[config.mk]
export PLATFORM = sky130hd
export DESIGN_NAME = id_ex_stage
export DESIGN_NICKNAME = d
export VERILOG_FILES = /design/src/rtl/id_ex_stage.sv
export SDC_FILE = /design/constraint.sdc
export NUM_CORES = 1
export LEC_CHECK = 0
export BUFFER_PORTS_ARGS = -buffer_cell sky130_fd_sc_hd__buf_2
export CORE_AREA = 5 5 141 143
export DETAILED_ROUTE_END_ITERATION = 10
export DIE_AREA = 0 0 146 148
export GPL_ROUTABILITY_DRIVEN = 1
export PLACE_DENSITY = 0.58
export SETUP_SLACK_MARGIN = 0.15
export SYNTH_ARGS = -nofsm -noshare
export SYNTH_HDL_FRONTEND = slang
export SYNTH_SLANG_ARGS = --single-unit
[constraint.sdc]
create_clock -name clk -period 3.9 [get_ports clk]
set_input_delay 0.39 -clock clk [delete_from_list [all_inputs] [get_ports clk]]
set_output_delay 0.39 -clock clk [all_outputs]
set_load 0.005 [all_outputs]
[src/rtl/id_ex_stage.sv]
// ID/EX pipeline register with load-use hazard detection, bubble insertion and a saturating stall counter.
// Latency: 1 cycle from _id inputs to _ex outputs; Stall is combinational (0 cycles).
// Backpressure: Stall freezes the PC and IF/ID upstream while this stage loads a bubble; Flush_ex overrides Stall.
// Optional feature: define ID_EX_WB_BYPASS_EN to forward the write-back result into rs1Data_ex/rs2Data_ex on capture.
module id_ex_stage #(
  parameter int STALL_CNT_W = 16
) (
  input  logic                   clk,
  input  logic                   rst_n,
  input  logic [3:0]             ALUCode_id,
  input  logic                   ALUSrcA_id,
  input  logic [1:0]             ALUSrcB_id,
  input  logic                   RegWrite_id,
  input  logic                   MemRead_id,
  input  logic                   MemWrite_id,
  input  logic                   MemtoReg_id,
  input  logic [31:0]            Imm_id,
  input  logic [31:0]            PC_id,
  input  logic [31:0]            rs1Data_id,
  input  logic [31:0]            rs2Data_id,
  input  logic [4:0]             rs1Addr_id,
  input  logic [4:0]             rs2Addr_id,
  input  logic [4:0]             rdAddr_id,
  input  logic                   Flush_ex,
  input  logic                   RegWrite_wb,
  input  logic [4:0]             rdAddr_wb,
  input  logic [31:0]            RegWriteData_wb,
  output logic [3:0]             ALUCode_ex,
  output logic                   ALUSrcA_ex,
  output logic [1:0]             ALUSrcB_ex,
  output logic                   RegWrite_ex,
  output logic                   MemRead_ex,
  output logic                   MemWrite_ex,
  output logic                   MemtoReg_ex,
  output logic [31:0]            Imm_ex,
  output logic [31:0]            PC_ex,
  output logic [31:0]            rs1Data_ex,
  output logic [31:0]            rs2Data_ex,
  output logic [4:0]             rs1Addr_ex,
  output logic [4:0]             rs2Addr_ex,
  output logic [4:0]             rdAddr_ex,
  output logic                   Stall,
  output logic [STALL_CNT_W-1:0] StallCount
);

  logic        hazard;
  logic        bubble;
  logic [31:0] rs1_next;
  logic [31:0] rs2_next;

  // A load in EX whose destination is a source of the ID instruction; x0 is never a real dependency.
  assign hazard = MemRead_ex && (rdAddr_ex != 5'd0) &&
                  ((rdAddr_ex == rs1Addr_id) || (rdAddr_ex == rs2Addr_id));

  // A flush squashes the ID instruction anyway, so there is nothing to hold upstream.
  assign Stall  = hazard && !Flush_ex;
  assign bubble = Flush_ex || hazard;

`ifdef ID_EX_WB_BYPASS_EN
  // Forward a same-cycle register-file write so EX never sees the stale read value.
  always_comb begin
    rs1_next = rs1Data_id;
    rs2_next = rs2Data_id;
    if (RegWrite_wb && (rdAddr_wb != 5'd0) && (rdAddr_wb == rs1Addr_id)) rs1_next = RegWriteData_wb;
    if (RegWrite_wb && (rdAddr_wb != 5'd0) && (rdAddr_wb == rs2Addr_id)) rs2_next = RegWriteData_wb;
  end
`else
  assign rs1_next = rs1Data_id;
  assign rs2_next = rs2Data_id;

  // Write-back port only matters for the bypass build.
  logic unused_wb;
  assign unused_wb = &{1'b0, RegWrite_wb, rdAddr_wb, RegWriteData_wb};
`endif

  // Pipeline register: capture ID, or load a bubble that keeps the PC for trace/debug.
  always_ff @(posedge clk or negedge rst_n) begin
    if (!rst_n) begin
      ALUCode_ex  <= '0;
      ALUSrcA_ex  <= 1'b0;
      ALUSrcB_ex  <= '0;
      RegWrite_ex <= 1'b0;
      MemRead_ex  <= 1'b0;
      MemWrite_ex <= 1'b0;
      MemtoReg_ex <= 1'b0;
      Imm_ex      <= '0;
      PC_ex       <= '0;
      rs1Data_ex  <= '0;
      rs2Data_ex  <= '0;
      rs1Addr_ex  <= '0;
      rs2Addr_ex  <= '0;
      rdAddr_ex   <= '0;
    end else if (bubble) begin
      ALUCode_ex  <= '0;
      ALUSrcA_ex  <= 1'b0;
      ALUSrcB_ex  <= '0;
      RegWrite_ex <= 1'b0;
      MemRead_ex  <= 1'b0;
      MemWrite_ex <= 1'b0;
      MemtoReg_ex <= 1'b0;
      Imm_ex      <= '0;
      PC_ex       <= PC_id;
      rs1Data_ex  <= '0;
      rs2Data_ex  <= '0;
      rs1Addr_ex  <= '0;
      rs2Addr_ex  <= '0;
      rdAddr_ex   <= '0;
    end else begin
      ALUCode_ex  <= ALUCode_id;
      ALUSrcA_ex  <= ALUSrcA_id;
      ALUSrcB_ex  <= ALUSrcB_id;
      RegWrite_ex <= RegWrite_id;
      MemRead_ex  <= MemRead_id;
      MemWrite_ex <= MemWrite_id;
      MemtoReg_ex <= MemtoReg_id;
      Imm_ex      <= Imm_id;
      PC_ex       <= PC_id;
      rs1Data_ex  <= rs1_next;
      rs2Data_ex  <= rs2_next;
      rs1Addr_ex  <= rs1Addr_id;
      rs2Addr_ex  <= rs2Addr_id;
      rdAddr_ex   <= rdAddr_id;
    end
  end

  // Count inserted load-use bubbles, holding at all-ones instead of wrapping.
  always_ff @(posedge clk or negedge rst_n) begin
    if (!rst_n) begin
      StallCount <= '0;
    end else if (Stall && (StallCount != {STALL_CNT_W{1'b1}})) begin
      StallCount <= StallCount + 1'b1;
    end
  end

endmodule

After elaboration in Yosys (flattened, before gate mapping). Index checks and enable logic that the tools add are counted.

Logic and storage cells: 40. Input port bits: 195. Register bits after elaboration: 170.

Reduce and logical (&&, ||, !) cells: 8. Equal/unequal tests: 3. $add $sub $neg: 1. Multiplexer cells: 13.

Operator list (count): 2-to-1 mux 32 bit (3); adder 16 x 1 -> 16 bit (second input constant) (1); inequality test 16 bit (second input constant) (1); 2-to-1 mux 5 bit (3); equality test 5 bit (2); 2-to-1 mux 1 bit (5); nonzero test 5 bit (1); logical AND 1 bit (4); 2-to-1 mux 4 bit (1); logical OR 1 bit (2); 2-to-1 mux 2 bit (1); zero test 1 bit (1).

Depth between registers and ports, before layout.
Depth in word-level cells: 5. Gate-level depth with buffers: 7. Depth with buffers taken out: 6.

Worst setup path before layout. OpenSTA, ideal clock, no wires.

Path type: flip-flop to flip-flop. Start: register rdAddr_ex[1]. End: register StallCount[1]. Period minus slack after synthesis: 1.863 ns. Data arrival time: 1.739 ns. Path slack: 2.037 ns. Buffers on the path: 0. Library setup time: 0.125 ns. Required time: 3.775 ns. Stages on the path, launching flop included: 6. Cell sequence: dfrtp_1 > or4_4 > o21ai_4 > nor3_1 > nand2_1 > mux2_2.

Cells in the longest elaborated chain, start to end: 5. Elaborated cells between the ends (all ways): 8. Those cells by class: eq/ne (2); reduce/logical (6).

Ends and longest elaborated chain: from (decl) (line 41) `output logic [4:0] rdAddr_ex,`; from (signal assigned) (line 122) `rdAddr_ex <= rdAddr_id;`; equality test 5 bit / nonzero test 5 bit (equally long branches) (line 53, 52); logical OR 1 bit / logical AND 1 bit (equally long branches) (line 53, 52); logical AND 1 bit (*) (line 52) `assign hazard = MemRead_ex && (rdAddr_ex != 5'd0) &&`; logical AND 1 bit (*) (line 56) `assign Stall = hazard && !Flush_ex;`; logical AND 1 bit (*) (line 130) `end else if (Stall && (StallCount != {STALL_CNT_W{1'b1}})) begin`; to (signal assigned) (line 131) `StallCount <= StallCount + 1'b1;`; to (decl) (line 43) `output logic [STALL_CNT_W-1:0] StallCount`.

Mark *: on every way between the ends. The rest lies on a longest branch, timed or not. A chain may end at the register's enable or synchronous reset.

Final worst setup path.
Start: register rdAddr_ex[0]. End: output Stall.

Cells in the longest elaborated chain, start to end: 4. Elaborated cells between the ends (all ways): 7. Those cells by class: eq/ne (2); reduce/logical (5).

Ends and longest elaborated chain: equality test 5 bit / nonzero test 5 bit (equally long branches) (line 53, 52); logical OR 1 bit / logical AND 1 bit (equally long branches) (line 53, 52); logical AND 1 bit (*) (line 52); logical AND 1 bit (*) (line 56); to (decl) (line 42) `output logic Stall,`.

Marks and branches as above.

==> impl_results.md <==
- Failing checks: negative hold slack
- Area delta synth->final: 42.77%
- Fin nets: 916
- Final Critical Period: 2.492 ns
- Max frequency: 401.3 MHz
- First-pass GRT wire length: around 25000 um
- Antenna violations before repair: 1
- Critical-path top delay cell: o22ai_2
- CTS tree: done
- Fillers: ~1800
- Grt ovf: 0
- Combinational share of power: 8.4%
- Clk pin slew, worst setup/hold paths: ~0.070 ns
- Pin count of the biggest net entering global routing: 95
- Met1 usage: approximately 17%
- Vias in the first global route: 4568
- Drt first-iter violations: 190
- # IOs: 366
- Clk root buf: clkbuf_16
- Layer with the highest usage: met2
- Crit-path leading delay family: compound AO/OA/AOI/OAI gates
- Crit path max fanout: 17
- GR Util met2: between 20 and 25%
- Worst path max stage delay: ~0.6 ns
- RSZ-0062 raised after global routing: no
- Area of the multi-input gates: 1326 um2
- Mapped Area: 5708 um2
- Die X: between 100 and 150 um
- Peak VDD IR: 0.2697 mV
- Synthesis warning total: 0
- Max cap viols: 0
- ANT nets after route: 0
- Post-cts resize count: 0
- Share of flip-flops with an asynchronous set or reset: 100.0%
- Critical Path RT: 3.51 ns
- PwrDens: 478.1 nW/um2
- Die ar.: around 22000 um2
- Crit Path Category: reg2out
- Flip-flop and latch area: 4254 um2
- Switching power: 914.9 uW
- Max Slew Vio Count: 0
- Worst path buffer plus inverter count: 1
- Share of power burned in the clock network: 43.2%
- Post-detail-place hpwl: 11950 um
- Clock buffer depth: 2
- Crit end category: output pin
- Post-CTS Setup Bufs: 0
- Synth top area cells: dfrtp_1, and2_1, xnor2_1
- Initial core utilization: 30.93%
- Post-synthesis sequential area ratio: 74.53%
- Sequential power share: between 40% and 50%
- Worst Tran Pin Value: about 0.76 ns
- Critical Path, Cell by Cell: xnor2_1 -> nand3_1 -> o22ai_2 -> and2_1 -> buf_2
- Setup Skew: 0.01549 ns
- Most common cell in the synthesized netlist: dfrtp_1
- Post-Syn Area per Cell: 14.79 um2
- WL final: approximately 16000 um
- Hold violation count in the final report: 11
- Setup TNS: 0 ns
- Worst-Skew Late Latency: about 0.42 ns
- Num rows: 50
- Cell type with the largest total area after synthesis: dfrtp_1
- Mapped Cells: 386
- Gpl congestion: 0.7555
- Int Power: 2.981 mW
- Height of the die: 148 um
- Vias: between 4000 and 5000
- Worst hold margin: -0.02015 ns
- Worst path arrival time: ~2.1 ns
- Met3 GRT Util: 6.131%
- Routed WL per cell: approximately 16 um
- CTS Sinks: 170
- Synth cell count leaders: dfrtp_1, and2_1, xnor2_1
- Status: finished with violations
- HP Class: in2async
- Hold Buf Count CTS: 0
- Design Power: 3.896 mW
- R2r setup slk: 1.69 ns
- EDFF count, synth: 0
- Reg2reg path depth: 6
- Share of cells above drive strength 1: about 50%
- Distinct cells, synth: 24
- Via/cell ratio: approximately 4.2
- Total Routing Usage GR: 14.63%
- Setup Viol. Count Final: 0
- DR pass1 iterations: 4
- CP Launch Type: flop
- Period utilisation layout: 63.89%
- Synth top area share: 74.53%
- Sw frac: a little under a quarter
- Syn Nets: roughly 580
- Core box area: 18460 um2
- # port buffers: 327
- Reg2Reg Capture Point: Imm_ex[22]
- H-Tree Depth: 4
- #FFs+latches synth: 170
- TritonCTS buffer count: 17
- Residual DRC count: 0
- Slew margin rel.: about half
- Pleak: 4.349 nW
- Ys flop type: dfrtp_1
- Crit Reg-Reg Startpoint: rdAddr_ex[1]
-- power groups by stage --
stage / Combinational (mW) / Sequential (mW) / Clock, mW
CTS: 0.339 / 1.89 / 1.73
global route: 0.370 / 1.90 / 1.82
detailed placement: 0.338 / 1.92 / 0
floorplan: 0.0969 / 1.93 / 0
global placement: 0.332 / 1.92 / 0
finish: 0.327 / 1.89 / 1.68
-- routing by layer --
metal / vias to the layer above / share of wire (%)
met5: - / 0
met4: 0 / 1.8
met3: 17 / 9.0
met2: 203 / 50
met1: 1976 / 39
li1: 1895 / -
-- registers in the layout (all words and copies together) (netlist names), 4 cells and up --
signal and count:
ALUCode_ex 4, Imm_ex 32, PC_ex 32, StallCount 16, rdAddr_ex 5, rs1Addr_ex 5
rs1Data_ex 32, rs2Addr_ex 5, rs2Data_ex 32
-- cells by family (layout without fill, tap and decap cells) --
family                     Yosys count  after routing  share of synthesized area (%)
buffers and inverters               16            362                          2.236
xor gates and xnor gates            25             25                          3.836
DFF                                170            170                          74.53
other                                0              1                              0
adders and majority gates            1              1                         0.2192
and+or+nand+nor                    169            169                          18.06
muxes                                1              1                         0.1973
AOI/OAI and AO/OA                    4              4                         0.9208
-- layout by cell type, fill, tap and decap left out, types with 2 or more instances in the layout --
cell type,instances
nor2_1,6
nand3_1,14
clkinv_4,2
nor3_1,2
buf_2,326
and2_1,124
inv_6,4
clkinvlp_4,3
bufinv_16,2
nor4_1,2
xnor2_1,25
nor4b_1,2
nand4b_1,3
nand2_1,5
nand4_1,6
clkbuf_16,17
dfrtp_1,170
and3_1,2
buf_4,2
-- final cells by class --
class,instances,share of cell area (%)
clock buffer,18,5.266
multi-input combinational,200,16.28
clock inverter,13,1.996
antenna,1,0.03071
inverter,1,0.04606
sequential,170,52.20
tap,234,3.593
timing repair buffer,330,20.59
-- how the worst max path moves through the flow --
stage / from / end / slack (ns) / cells after the start
2_1_floorplan: rdAddr_ex[1] / StallCount[1] / 2.04 / 5
3_3_place_gp: rs1Addr_id[4] / rs1Data_ex[2] / 1.67 / 7
3_5_place_dp: rs1Addr_id[4] / rs2Data_ex[13] / 1.65 / 7
4_1_cts: rdAddr_ex[1] / Stall / 1.36 / 5
5_1_grt: rdAddr_ex[3] / Stall / 1.18 / 5
6_report: rdAddr_ex[0] / Stall / 1.41 / 5
-- stage by stage --
stage / instances / setup slack [ns] / util [%] / instance area (um2)
floorplan: 386 / 2.037 / - / 5708
global route: 967 / 1.175 / 44.16 / 8149
detailed placement: 935 / 1.655 / 40.94 / 7555
finish: 967 / 1.408 / 44.16 / 8149
CTS: 966 / 1.364 / 44.14 / 8147
global placement: 935 / 1.669 / 40.94 / 7555
No activity file was read; power rests on OpenSTA's default activity.
